## src/rtl/sr_drive_pkg.sv

```systemverilog
// Shared types and defaults for the SR latch drive path.
// Counter width covers both the debounce count and the pulse-length count.
package sr_drive_pkg;

    typedef enum logic [1:0] {
        IDLE      = 2'd0,
        PULSE_SET = 2'd1,
        PULSE_RST = 2'd2,
        GAP       = 2'd3
    } state_t;

    localparam int DEF_SYNC_STAGES     = 2;
    localparam int DEF_DEBOUNCE_CYCLES = 16;
    localparam int DEF_PULSE_CYCLES    = 4;

    function automatic int cnt_width(input int a, input int b);
        return $clog2((a > b) ? a : b) + 1;
    endfunction

endpackage

```

## src/rtl/debounce_channel.sv

```systemverilog
// Purpose: synchronise, debounce and rising-edge detect one raw push button.
// Latency: req rises SYNC_STAGES+DEBOUNCE_CYCLES edges after the first clean sample.
// Backpressure: none; req is a one-cycle strobe and must be captured by the consumer.
module debounce_channel
    import sr_drive_pkg::*;
#(
    parameter int SYNC_STAGES     = DEF_SYNC_STAGES,
    parameter int DEBOUNCE_CYCLES = DEF_DEBOUNCE_CYCLES,
    parameter int CNT_W           = cnt_width(DEF_DEBOUNCE_CYCLES, DEF_PULSE_CYCLES)
) (
    input  logic clk,
    input  logic rst,
    input  logic btn_raw,
    output logic req
);

    logic [SYNC_STAGES-1:0] sync;
    logic                   sync_out;
    logic                   stable;
    logic [CNT_W-1:0]       cnt;

    assign sync_out = sync[SYNC_STAGES-1];

    always_ff @(posedge clk or posedge rst) begin
        if (rst) begin
            sync <= '0;
        end else begin
            sync <= {sync[SYNC_STAGES-2:0], btn_raw};
        end
    end

    // The counter only runs while the synchronised input disagrees with the
    // debounced level; any agreement restarts the stability window.
    always_ff @(posedge clk or posedge rst) begin
        if (rst) begin
            cnt    <= '0;
            stable <= 1'b0;
            req    <= 1'b0;
        end else begin
            req <= 1'b0;
            if (sync_out != stable) begin
                if (cnt == CNT_W'(DEBOUNCE_CYCLES - 1)) begin
                    stable <= sync_out;
                    cnt    <= '0;
                    req    <= sync_out;
                end else begin
                    cnt <= cnt + 1'b1;
                end
            end else begin
                cnt <= '0;
            end
        end
    end

endmodule

```

## src/rtl/sr_drive_debouncer.sv

```systemverilog
// Purpose: turn two bouncy buttons into exclusive active-low set/reset pulses for a NAND latch.
// Latency: set_n/reset_n fall SYNC_STAGES+DEBOUNCE_CYCLES+1 edges after a clean press (idle FSM).
// Backpressure: requests arriving while busy wait in a 1-deep pending flag; repeats merge.
module sr_drive_debouncer
    import sr_drive_pkg::*;
#(
    parameter int SYNC_STAGES     = DEF_SYNC_STAGES,
    parameter int DEBOUNCE_CYCLES = DEF_DEBOUNCE_CYCLES,
    parameter int PULSE_CYCLES    = DEF_PULSE_CYCLES
) (
    input  logic clk,
    input  logic rst,
    input  logic set_btn_raw,
    input  logic reset_btn_raw,
    output logic set_n,
    output logic reset_n,
    output logic busy,
    output logic conflict
);

    localparam int CNT_W = cnt_width(DEBOUNCE_CYCLES, PULSE_CYCLES);

    state_t           state, state_nxt;
    logic [CNT_W-1:0] pcnt, pcnt_nxt;
    logic             pend_set, pend_rst;
    logic             pend_set_nxt, pend_rst_nxt;
    logic             set_req, rst_req;
    logic             eff_set, eff_rst;

    debounce_channel #(
        .SYNC_STAGES    (SYNC_STAGES),
        .DEBOUNCE_CYCLES(DEBOUNCE_CYCLES),
        .CNT_W          (CNT_W)
    ) u_set_chan (
        .clk    (clk),
        .rst    (rst),
        .btn_raw(set_btn_raw),
        .req    (set_req)
    );

    debounce_channel #(
        .SYNC_STAGES    (SYNC_STAGES),
        .DEBOUNCE_CYCLES(DEBOUNCE_CYCLES),
        .CNT_W          (CNT_W)
    ) u_rst_chan (
        .clk    (clk),
        .rst    (rst),
        .btn_raw(reset_btn_raw),
        .req    (rst_req)
    );

    // A strobe arriving this cycle is treated as already pending so an idle
    // FSM can act on it without a bookkeeping cycle.
    assign eff_set = pend_set | set_req;
    assign eff_rst = pend_rst | rst_req;

    always_comb begin
        state_nxt    = state;
        pcnt_nxt     = pcnt;
        pend_set_nxt = eff_set;
        pend_rst_nxt = eff_rst;
        conflict     = 1'b0;
        case (state)
            IDLE, GAP: begin
                state_nxt = IDLE;
                pcnt_nxt  = '0;
                if (eff_set && eff_rst) begin
                    conflict     = 1'b1;
                    pend_set_nxt = 1'b0;
                    pend_rst_nxt = 1'b0;
                end else if (eff_set) begin
                    state_nxt    = PULSE_SET;
                    pend_set_nxt = 1'b0;
                end else if (eff_rst) begin
                    state_nxt    = PULSE_RST;
                    pend_rst_nxt = 1'b0;
                end
            end
            PULSE_SET, PULSE_RST: begin
                if (pcnt == CNT_W'(PULSE_CYCLES - 1)) begin
                    state_nxt = GAP;
                    pcnt_nxt  = '0;
                end else begin
                    pcnt_nxt = pcnt + 1'b1;
                end
            end
            default: begin
                state_nxt = IDLE;
                pcnt_nxt  = '0;
            end
        endcase
    end

    // Outputs are decoded from the next state so they come straight off flops.
    always_ff @(posedge clk or posedge rst) begin
        if (rst) begin
            state    <= IDLE;
            pcnt     <= '0;
            pend_set <= 1'b0;
            pend_rst <= 1'b0;
            set_n    <= 1'b1;
            reset_n  <= 1'b1;
            busy     <= 1'b0;
        end else begin
            state    <= state_nxt;
            pcnt     <= pcnt_nxt;
            pend_set <= pend_set_nxt;
            pend_rst <= pend_rst_nxt;
            set_n    <= (state_nxt != PULSE_SET);
            reset_n  <= (state_nxt != PULSE_RST);
            busy     <= (state_nxt != IDLE);
        end
    end

    a_no_forbidden: assert property (@(posedge clk) disable iff (rst) (set_n || reset_n));

endmodule

```

## config.mk

```make
export PLATFORM = sky130hd
export DESIGN_NAME = sr_drive_debouncer
export DESIGN_NICKNAME = d
export VERILOG_FILES = /design/src/rtl/sr_drive_pkg.sv /design/src/rtl/debounce_channel.sv /design/src/rtl/sr_drive_debouncer.sv
export SDC_FILE = /design/constraint.sdc
export NUM_CORES = 1
export LEC_CHECK = 0
export BUFFER_PORTS_ARGS = -buffer_cell sky130_fd_sc_hd__clkbuf_2
export CORE_MARGIN = 5
export CORE_UTILIZATION = 40
export CTS_CLUSTER_DIAMETER = 40
export DETAILED_ROUTE_END_ITERATION = 10
export PLACE_DENSITY_LB_ADDON = 0.05
export SETUP_SLACK_MARGIN = 0.15
export SLEW_MARGIN = 20
export SYNTH_ARGS = -nofsm -noshare
export SYNTH_HDL_FRONTEND = slang
export SYNTH_SLANG_ARGS = --single-unit
export TNS_END_PERCENT = 100
```

## constraint.sdc

```tcl
create_clock -name clk -period 1.2 [get_ports clk]
set_input_delay 0.24 -clock clk [delete_from_list [all_inputs] [get_ports clk]]
set_output_delay 0.24 -clock clk [all_outputs]
set_load 0.05 [all_outputs]
```

==> flow_metrics.env <==
export IMPL_status="complete, but fails checks"
export IMPL_violations="negative setup slack"
export IMPL_clkLatencyLatePin_ns=0.33
export IMPL_fin_crit_ns=1.473
export IMPL_vias=847
export IMPL_synth_edf_count=0
export IMPL_hp_class="input pin to flop"
export IMPL_synth_cells=102
export IMPL_yosysMostFrequentCell="dfrtp_1"
export IMPL_via_per_inst=4.732
export IMPL_wirelength_um=2267
export IMPL_synth_nets=109
export IMPL_crit_fanout=2
export IMPL_grt_remaining_overflow=0
export IMPL_maxSlewViolCount=0
export IMPL_critical_path_required_ns=0.96
export IMPL_drtPass1Iterations=3
export IMPL_hold_viol=0
export IMPL_max_freq_mhz=678.9
export IMPL_rsz0062_at_grt="yes"
export IMPL_design_core_area_um2=2978
export IMPL_antenna_cells=0
export IMPL_die_height_um=65.00
export IMPL_max_cap_violations=0
export IMPL_tritoncts="yes"
export IMPL_dp_hpwl_um=1408
export IMPL_synth_compound_area_share_pct=3.930
export IMPL_synth_fa_ha_area_share_pct=3.102
export IMPL_synth_top_family_by_area="simple AND/OR/NAND/NOR gates"
export IMPL_path_class="flop to primary output"
export IMPL_synth_xor_area_share_pct=7.239
export IMPL_yosysWarnings=0
export IMPL_grt_max_degree=31
export IMPL_gp_congestion=0.7544
export IMPL_yosys_area_share_simple_pct=20.06
export IMPL_worst_pin_slew_ns=0.2979
export IMPL_syn_area_um2=1210
export IMPL_die_width_um=65.00
export IMPL_drc=0
export IMPL_grt_pass1_vias=919
export IMPL_relSlewSlack_pct=80.07
export IMPL_critPathArrivalTime_ns=1.23
export IMPL_yosys_top_cells_count="dfrtp_1 (28), nor2_1 (19), nand3_1 (7), xor2_1 (6), nand2_1 (5)"
export IMPL_total_power_uw=3510
export IMPL_die_area_um2=4224
export IMPL_leakagePower_uw=0.0008557
export IMPL_final_core_util_pct=62.90
export IMPL_instances_no_fill=179
export IMPL_regArea_um2=753.2
export IMPL_whs_ns=0.02362
export IMPL_avgSynthCellArea_um2=11.86
export IMPL_ant_nets=0
export IMPL_rows=20
export IMPL_powerDensity_nw_per_um2=1874
export IMPL_clk_pin_slew_ns=0.09
export IMPL_worst_slack_ns=-0.2730
export IMPL_ys_types=25
export IMPL_fin_skew_ns=0.01035
export IMPL_area_delta_synth_final_pct=54.81
export IMPL_max_vdd_ir_drop_mv=0.7006
export IMPL_setup_viol=6
export IMPL_dp_cells=161
export IMPL_grt_usage_pct=12.80
export IMPL_synthMuxAreaShare_pct=2.792
export IMPL_drive_gt1_share_pct=47.95
export IMPL_async_flop_share_pct=100.0
export IMPL_yosysTopAreaCellShare_pct=57.91
export IMPL_h_tree_depth=2
export IMPL_multiInputGateArea_um2=643.1
export IMPL_start_util_pct=40.63
export IMPL_clockRootBuffer="clkbuf_4"
export IMPL_cts_buffer_depth=2
export IMPL_final_nets=152
export IMPL_dominantRegCellSynth="dfrtp_1"
export IMPL_antenna_found_initial=0
export IMPL_cts_made_buffers=5
export IMPL_startpoint_type="flop"
export IMPL_ys_top_cells_by_area="dfrtp_1 (58%), nor2_1 (5.9%), dfstp_2 (4.3%), xor2_1 (4.3%), ha_1 (3.1%)"
export IMPL_post_route_period_util_pct=122.7
export IMPL_synth_seq_cells=30
export IMPL_synth_seq_area_share_pct=62.25
export IMPL_top_level_ports=8
export IMPL_synth_largest_area_cell="dfrtp_1"
export IMPL_io_buffers=7
export IMPL_fillerInstances=248
export IMPL_grt_pass1_wl_um=3967
export IMPL_drtIter0Drc=29
export IMPL_avgRoutedWirePerCell_um=12.66
export IMPL_cts_sinks=30
export IMPL_end_kind="primary output"
==> sequential cells by signal, indices dropped and copies added (netlist names), 2 cells and up <==
name	cells
state	2
u_rst_chan.cnt	5
u_set_chan.sync	2
u_rst_chan.sync	2
u_set_chan.cnt	5
pcnt	5
==> per-layer routing <==
metal,GRT usage (%),part of all wire (%)
met2,20.31,50
met3,3.640,2.3
met4,8.707,2.7
met1,14.91,45
met5,0,0
==> kinds of logic (layout without fill, tap and decap cells) <==
family,after synthesis,after routing
buffers and inverters,2,46
AOI/OAI and AO/OA,6,6
muxes,3,3
xor gates and xnor gates,10,10
and+or+nand+nor,48,48
DFF,30,30
adders and majority gates,3,3
==> per-stage QoR <==
stage / setup TNS (ns) / instance area [um2] / setup slack, ns
6_report: -0.6426 / 1873 / -0.2730
5_1_grt: -1.290 / 1873 / -0.3676
4_1_cts: -0.8130 / 1788 / -0.3152
3_5_place_dp: -0.08776 / 1483 / -0.04213
3_3_place_gp: -0.003706 / 1483 / -0.002430
2_1_floorplan: -0.09518 / 1251 / -0.08014
==> worst paths after layout <==
path	slack, ns	endpoint	cells after the start	from
max in group asynchronous	0.49	reset_n	4	rst
worst min register to register	0.36	u_rst_chan.sync[1]	0	u_rst_chan.sync[0]
worst max-delay path	-0.27	conflict	3	state[1]
worst min-delay path	0.02	u_set_chan.sync[0]	1	set_btn_raw
min in group asynchronous	0.47	pcnt[0]	4	rst
worst max register to register	-0.12	state[0]	6	state[1]
==> layout make-up <==
type,count,area share [%]
Timing Repair Buffer,36,19.64
Sequential cell,30,40.21
Multi-Input combinational cell,70,34.34
Inverter,2,0.4008
Tap cell,33,2.204
Clock inverter,1,0.2672
Clock buffer,7,2.939
==> worst max-delay path, cell delays in order, from the launching register on <==
cell and delay [ns]:
dfrtp_1 0.40, xor2_1 0.20, nor3_4 0.15, buf_8 0.17
==> power by group <==
| group | total [uW] | switching, uW | leakage (uW) | internal (uW) |
|---|---|---|---|---|
| Combinational | 1590 | 730 | 0.000431 | 862 |
| Clock | 624 | 340 | 0.0000353 | 284 |
| Sequential | 1290 | 112 | 0.000390 | 1180 |
==> layout by cell type, fill, tap and decap left out, types with 2 or more instances in the layout <==
cell type / count
nand2b_1: 3
buf_8: 2
nand2_1: 5
and2_1: 2
buf_6: 10
dfstp_2: 2
clkbuf_2: 3
inv_1: 2
buf_4: 16
xor2_1: 5
dlygate4sd3_1: 2
clkbuf_16: 2
clkbuf_4: 5
nor2_1: 14
nor4b_4: 3
nand3_2: 2
dfrtp_1: 28
xnor2_1: 2
nor2b_1: 3
nor2_2: 4
ha_2: 2
nand3_1: 4
==> repair_timing <==
action / in CTS / in global routing
endpoints found under the setup margin: 26 / 29
resized for setup: 33 / 14
pin swaps: 16 / 15
hold buffers: 2 / 0
hold endpoints to repair: 29 / 0
setup buffers: 5 / 3
Note: power is estimated with default switching activity, not from simulation.
